### src/rtl/tick_counter_pkg.sv
// -----------------------------------------------------------------------------
// tick_counter_pkg
// Shared definitions for the tick_counter timebase block.
//   state_t      : run/stop FSM encoding (STOPPED=0, RUNNING=1)
//   SYNC_STAGES  : depth of the div_clock synchroniser (flops before edge detect)
// -----------------------------------------------------------------------------
package tick_counter_pkg;

  typedef enum logic {
    STOPPED = 1'b0,
    RUNNING = 1'b1
  } state_t;

  localparam int SYNC_STAGES = 2;

endpackage : tick_counter_pkg

### src/rtl/edge_sync.sv
// -----------------------------------------------------------------------------
// edge_sync
// Brings an asynchronous level into the clock domain and flags its rising edge.
// The chain is s0 -> s1 (synchroniser), with s2 holding the previous s1.
// Ports:
//   clock    in  system clock, all state on its rising edge
//   reset    in  asynchronous active-low reset
//   async_in in  level from another clock domain (the divided clock)
//   rise     out combinational s1 & ~s2, one cycle per rising edge of async_in
// -----------------------------------------------------------------------------
module edge_sync
  import tick_counter_pkg::*;
(
  input  logic clock,
  input  logic reset,
  input  logic async_in,
  output logic rise
);

  // sync_q[0] is s0, sync_q[SYNC_STAGES-1] is s1.
  logic [SYNC_STAGES-1:0] sync_q;
  logic                   s1;
  logic                   s2;

  assign s1 = sync_q[SYNC_STAGES-1];

  // NOTE: state is updated with non-blocking assignments so every flop samples
  // the pre-edge value of its neighbour; blocking here would collapse the chain.
  always_ff @(posedge clock or negedge reset) begin
    if (!reset) begin
      sync_q <= '0;
      s2     <= 1'b0;
    end else begin
      sync_q <= {sync_q[SYNC_STAGES-2:0], async_in};
      s2     <= s1;
    end
  end

  assign rise = s1 & ~s2;

endmodule : edge_sync

### src/rtl/tick_counter.sv
// -----------------------------------------------------------------------------
// tick_counter
// Converts the divided clock into a system-clock tick and counts ticks modulo
// MODULUS while running. Nothing downstream ever clocks off div_clock.
// Build option: define TICK_COUNTER_DOWN_EN to count down (reload MODULUS-1).
// Parameters:
//   MODULUS  count range 0..MODULUS-1, minimum 2
// Ports:
//   clock     in  system clock
//   reset     in  asynchronous active-low reset
//   div_clock in  divided clock, asynchronous in phase to clock
//   start     in  request RUNNING (ignored if stop is also high)
//   stop      in  request STOPPED
//   clear     in  load the count with its initial value
//   tick      out one-cycle pulse per div_clock rising edge
//   count     out current count, WIDTH = $clog2(MODULUS) bits
//   carry     out one-cycle pulse on wrap/reload
//   running   out high while in RUNNING
// -----------------------------------------------------------------------------
module tick_counter
  import tick_counter_pkg::*;
#(
  parameter int MODULUS = 10,
  localparam int WIDTH = $clog2(MODULUS)
) (
  input  logic             clock,
  input  logic             reset,
  input  logic             div_clock,
  input  logic             start,
  input  logic             stop,
  input  logic             clear,
  output logic             tick,
  output logic [WIDTH-1:0] count,
  output logic             carry,
  output logic             running
);

  localparam logic [WIDTH-1:0] COUNT_MAX = WIDTH'(MODULUS - 1);

`ifdef TICK_COUNTER_DOWN_EN
  localparam logic [WIDTH-1:0] COUNT_INIT = COUNT_MAX;
`else
  localparam logic [WIDTH-1:0] COUNT_INIT = '0;
`endif

  logic   rise;
  state_t state;

  edge_sync u_edge_sync (
    .clock    (clock),
    .reset    (reset),
    .async_in (div_clock),
    .rise     (rise)
  );

  // Run/stop FSM. stop wins over start when both arrive together.
  always_ff @(posedge clock or negedge reset) begin
    if (!reset) begin
      state <= STOPPED;
    end else begin
      case (state)
        STOPPED: if (start && !stop) state <= RUNNING;
        RUNNING: if (stop)           state <= STOPPED;
        default:                     state <= STOPPED;
      endcase
    end
  end

  assign running = (state == RUNNING);

  // Tick register: follows rise regardless of run state.
  always_ff @(posedge clock or negedge reset) begin
    if (!reset) tick <= 1'b0;
    else        tick <= rise;
  end

  // Counter qualified by the current state, so a start arriving with a rise
  // misses that edge while a stop arriving with a rise still counts it.
  always_ff @(posedge clock or negedge reset) begin
    if (!reset) begin
      count <= COUNT_INIT;
      carry <= 1'b0;
    end else if (clear) begin
      count <= COUNT_INIT;
      carry <= 1'b0;
    end else if ((state == RUNNING) && rise) begin
`ifdef TICK_COUNTER_DOWN_EN
      if (count == '0) begin
        count <= COUNT_MAX;
        carry <= 1'b1;
      end else begin
        count <= count - 1'b1;
        carry <= 1'b0;
      end
`else
      if (count == COUNT_MAX) begin
        count <= '0;
        carry <= 1'b1;
      end else begin
        count <= count + 1'b1;
        carry <= 1'b0;
      end
`endif
    end else begin
      carry <= 1'b0;
    end
  end

endmodule : tick_counter

### config.mk
export PLATFORM = sky130hd
export DESIGN_NAME = tick_counter
export DESIGN_NICKNAME = d
export VERILOG_FILES = /design/src/rtl/tick_counter_pkg.sv /design/src/rtl/edge_sync.sv /design/src/rtl/tick_counter.sv
export SDC_FILE = /design/constraint.sdc
export NUM_CORES = 1
export LEC_CHECK = 0
export BUFFER_PORTS_ARGS = -buffer_cell sky130_fd_sc_hd__buf_2
export CORE_MARGIN = 3
export CORE_UTILIZATION = 27
export DETAILED_ROUTE_END_ITERATION = 8
export GPL_TIMING_DRIVEN = 0
export PLACE_DENSITY = 0.51
export RECOVER_POWER = 25
export SYNTH_ARGS = -nofsm -noshare
export SYNTH_HDL_FRONTEND = slang
export SYNTH_HIERARCHICAL = 1
export SYNTH_SLANG_ARGS = --single-unit
### constraint.sdc
create_clock -name clock -period 1.9 [get_ports clock]
set_input_delay 0.38 -clock clock [delete_from_list [all_inputs] [get_ports clock]]
set_output_delay 0.38 -clock clock [all_outputs]
set_load 0.01 [all_outputs]
==> results.md <==
* RSZ-0062 raised after global routing: false
* Max clock buf depth at 2
* Antenna violations before repair at 0
* Startpoint types: register
* WL per Instance at about 11 um
* Fin. Hold Viols at 0
* Worst-Skew Late Latency at 260 ps
* Ys Warns at 6
* Cell variety after synth at 16
* Clk pwr share at 0.431
* Comb power frac at 0.056
* First-pass GRT wire length at between 1000 and 1500 um
* Max Fanout on Critical Path at 6
* Sink Count at 10
* Buf/Inv on CP at 0
* Synthesized area at 410 um^2
* Worst Path Arrival at 1650 ps
* Max-cap viol count at 0
* Pin count of the biggest net entering global routing at 11
* Clock-pin slew on the worst setup and hold paths at 60 ps
* Cells after synthesis at 35
* Die Ht at 45.0 um
* Commonest cells after routing, fill and taps aside: buf_2 (11), dfrtp_1 (10), nor2_1 (4)
* Number of global-route vias before repair at 301
* Vias per Instance at about 4.6
* Tot Pwr at 0.437 mW
* Final setup TNS at 0 ps
* CP max stage cell: dfrtp_1
* Routed via count at around 310
* Top delay family on crit path: simple AND/OR/NAND/NOR gates
* Post-CTS Resized at 0
* Psw at around 0.090 mW
* Final Cycle Share at 0.767
* Initial Util at 0.300
* Post-synthesis sequential area ratio at 0.610
* Tmin final at 1460 ps
* Crit. Startpoint: count[0]$_DFFE_PN0P_
* Max Freq at approximately 0.69 GHz
* DRC at 0
* Register bit total from synthesis at 10
* CP Data Required Time at roughly 2100 ps
* Final setup viols at 0
* # nets final at 61
* Power Internal at 0.346 mW
* Count of final max-slew check failures at 0
* Hold_sp: div_clock
* Commonest non-fill, non-tap cell in the layout: buf_2
* Die ar. at 2020 um^2
* Number of H-tree levels at 1
* Sw Ratio at 0.207
* Synthesized Nets at 43
* Initial DRC count at 5
* Layout cells sized above 1 at 0.308
* Pleak at 0.263 nW
* Gpl congestion at 0.684
* Fin Clk Skew at 0.573 ps
* Min Hold Slack at 219 ps
* Crit Path Class: reg2reg
* # fillers at 151
* Hpwl dp at between 500 and 600 um
* Area Growth Syn to Fin at 28.4%
* CP peak stage delay at 430 ps
* Syn Area/Cell at 11.7 um^2
* Chip width at 45.0 um
* Drt first pass iters at 4
* WL final at 758 um
* Critical path capture point type: register
* Cts bufs inserted at 3
* P per Cell Area at 829 nW/um^2
* Worst hold-check path type: in2reg
* # IOs at 13
* Status: complete, no violations
* Sequential Area at between 200 and 300 um^2
* Reg power frac at 0.513
* N_diodes at 0
* Worst vdd ir at roughly 610 uV
* GRT Util Overall at 0.0973
* Crit-path cells: ha_1 > and3b_1 > or3_1 > a21oi_1
* Worst-Margin Slew at 525 ps
* Clock root cell: clkbuf_4
* Reg-to-reg critical path startpoint: count[0]$_DFFE_PN0P_
* Grt ovf at 0
* Rows at 13
* # port buffers at 12
* Final ANT Viol Nets at 0
* Multi-input gate area at 149 um^2
* Final core occ at 0.386
* Slew Limit Headroom at 0.650
* CTS tree: done
* Core area at 1370 um^2
worst register-to-register path: cells and delay by family (launching register included):
| kind | cells | cell delay (ps) |
|---|---|---|
| adders and majority gates | 1 | 240 |
| AOI/OAI and AO/OA | 1 | 150 |
| DFF | 1 | 430 |
| and+or+nand+nor | 2 | 550 |
synthesized netlist by cell type:
| library cell | n | share of area |
|---|---|---|
| ha_1 | 2 | 0.061 |
| or4b_1 | 1 | 0.024 |
| nand3_1 | 2 | 0.024 |
| nor3b_1 | 1 | 0.018 |
| dfrtp_1 | 10 | 0.61 |
| inv_1 | 1 | 0.0091 |
| nor2b_4 | 1 | 0.034 |
| nor2_1 | 4 | 0.037 |
| and3b_1 | 1 | 0.021 |
| a21oi_1 | 3 | 0.037 |
| or3_1 | 2 | 0.030 |
| o21ai_0 | 1 | 0.012 |
| nand2_2 | 1 | 0.015 |
| a31oi_1 | 1 | 0.015 |
| nand2_1 | 3 | 0.027 |
| mux2i_1 | 1 | 0.024 |
stage by stage:
step	instances	area, um^2	worst slack, ps
6_report	67	527	442
5_1_grt	67	527	329
4_1_cts	67	536	443
3_5_place_dp	62	489	472
3_3_place_gp	62	489	466
2_1_floorplan	35	410	509
cell type report:
type | instances | area share
clock buffer | 4 | 0.0689
inverter | 1 | 0.00713
multi-input combinational | 24 | 0.283
sequential | 10 | 0.475
tap | 15 | 0.0356
timing repair buffer | 13 | 0.131
state kept, by name (all words and copies together) (netlist names):
| signal | flops |
|---|---|
| count | 4 |
| u_edge_sync/sync_q | 2 |
| carry | 1 |
| running | 1 |
| tick | 1 |
| u_edge_sync/s2 | 1 |
what timing repair did:
item | in CTS | in global routing
hold buffers | 1 | 0
setup buffers | 0 | 0
endpoints found under the setup margin | 0 | 0
endpoints found under the hold margin | 10 | 0
power by group through the flow:
stage	Combinational [mW]	Clock, mW	Sequential, mW
finish	0.0244	0.188	0.224
detailed placement	0.0248	0	0.229
global placement	0.0248	0	0.229
CTS	0.0265	0.198	0.225
global route	0.0286	0.209	0.225
floorplan	0.00778	0	0.230
metal layers:
metal,vias to the layer above,part of all wire,GRT usage
li1,155,-,-
met1,141,0.49,0.127
met2,12,0.43,0.130
met3,0,0.086,0.0717
met4,0,0,0.0175
met5,-,0,0
logic make-up (layout without fill, tap and decap cells):
kind of cell	after synthesis	in the layout	synth area share
fa+ha+maj	2	2	0.0610
simple gates	16	16	0.232
mux	1	1	0.0244
flops	10	10	0.610
buf+inv	1	18	0.00914
compound gates	5	5	0.0640
worst paths after layout:
path,cells past startpoint,end,slack [ps]
max in group asynchronous,2,count[3]$_DFFE_PN0P_,950
max reg2reg,4,count[1]$_DFFE_PN0P_,440
min in group asynchronous,2,u_edge_sync/sync_q[0]$_DFF_PN0_,600
max,4,count[1]$_DFFE_PN0P_,440
min,1,u_edge_sync/sync_q[0]$_DFF_PN0_,220
min reg2reg,0,u_edge_sync/sync_q[1]$_DFF_PN0_,350
No activity file was read; power rests on OpenSTA's default activity.
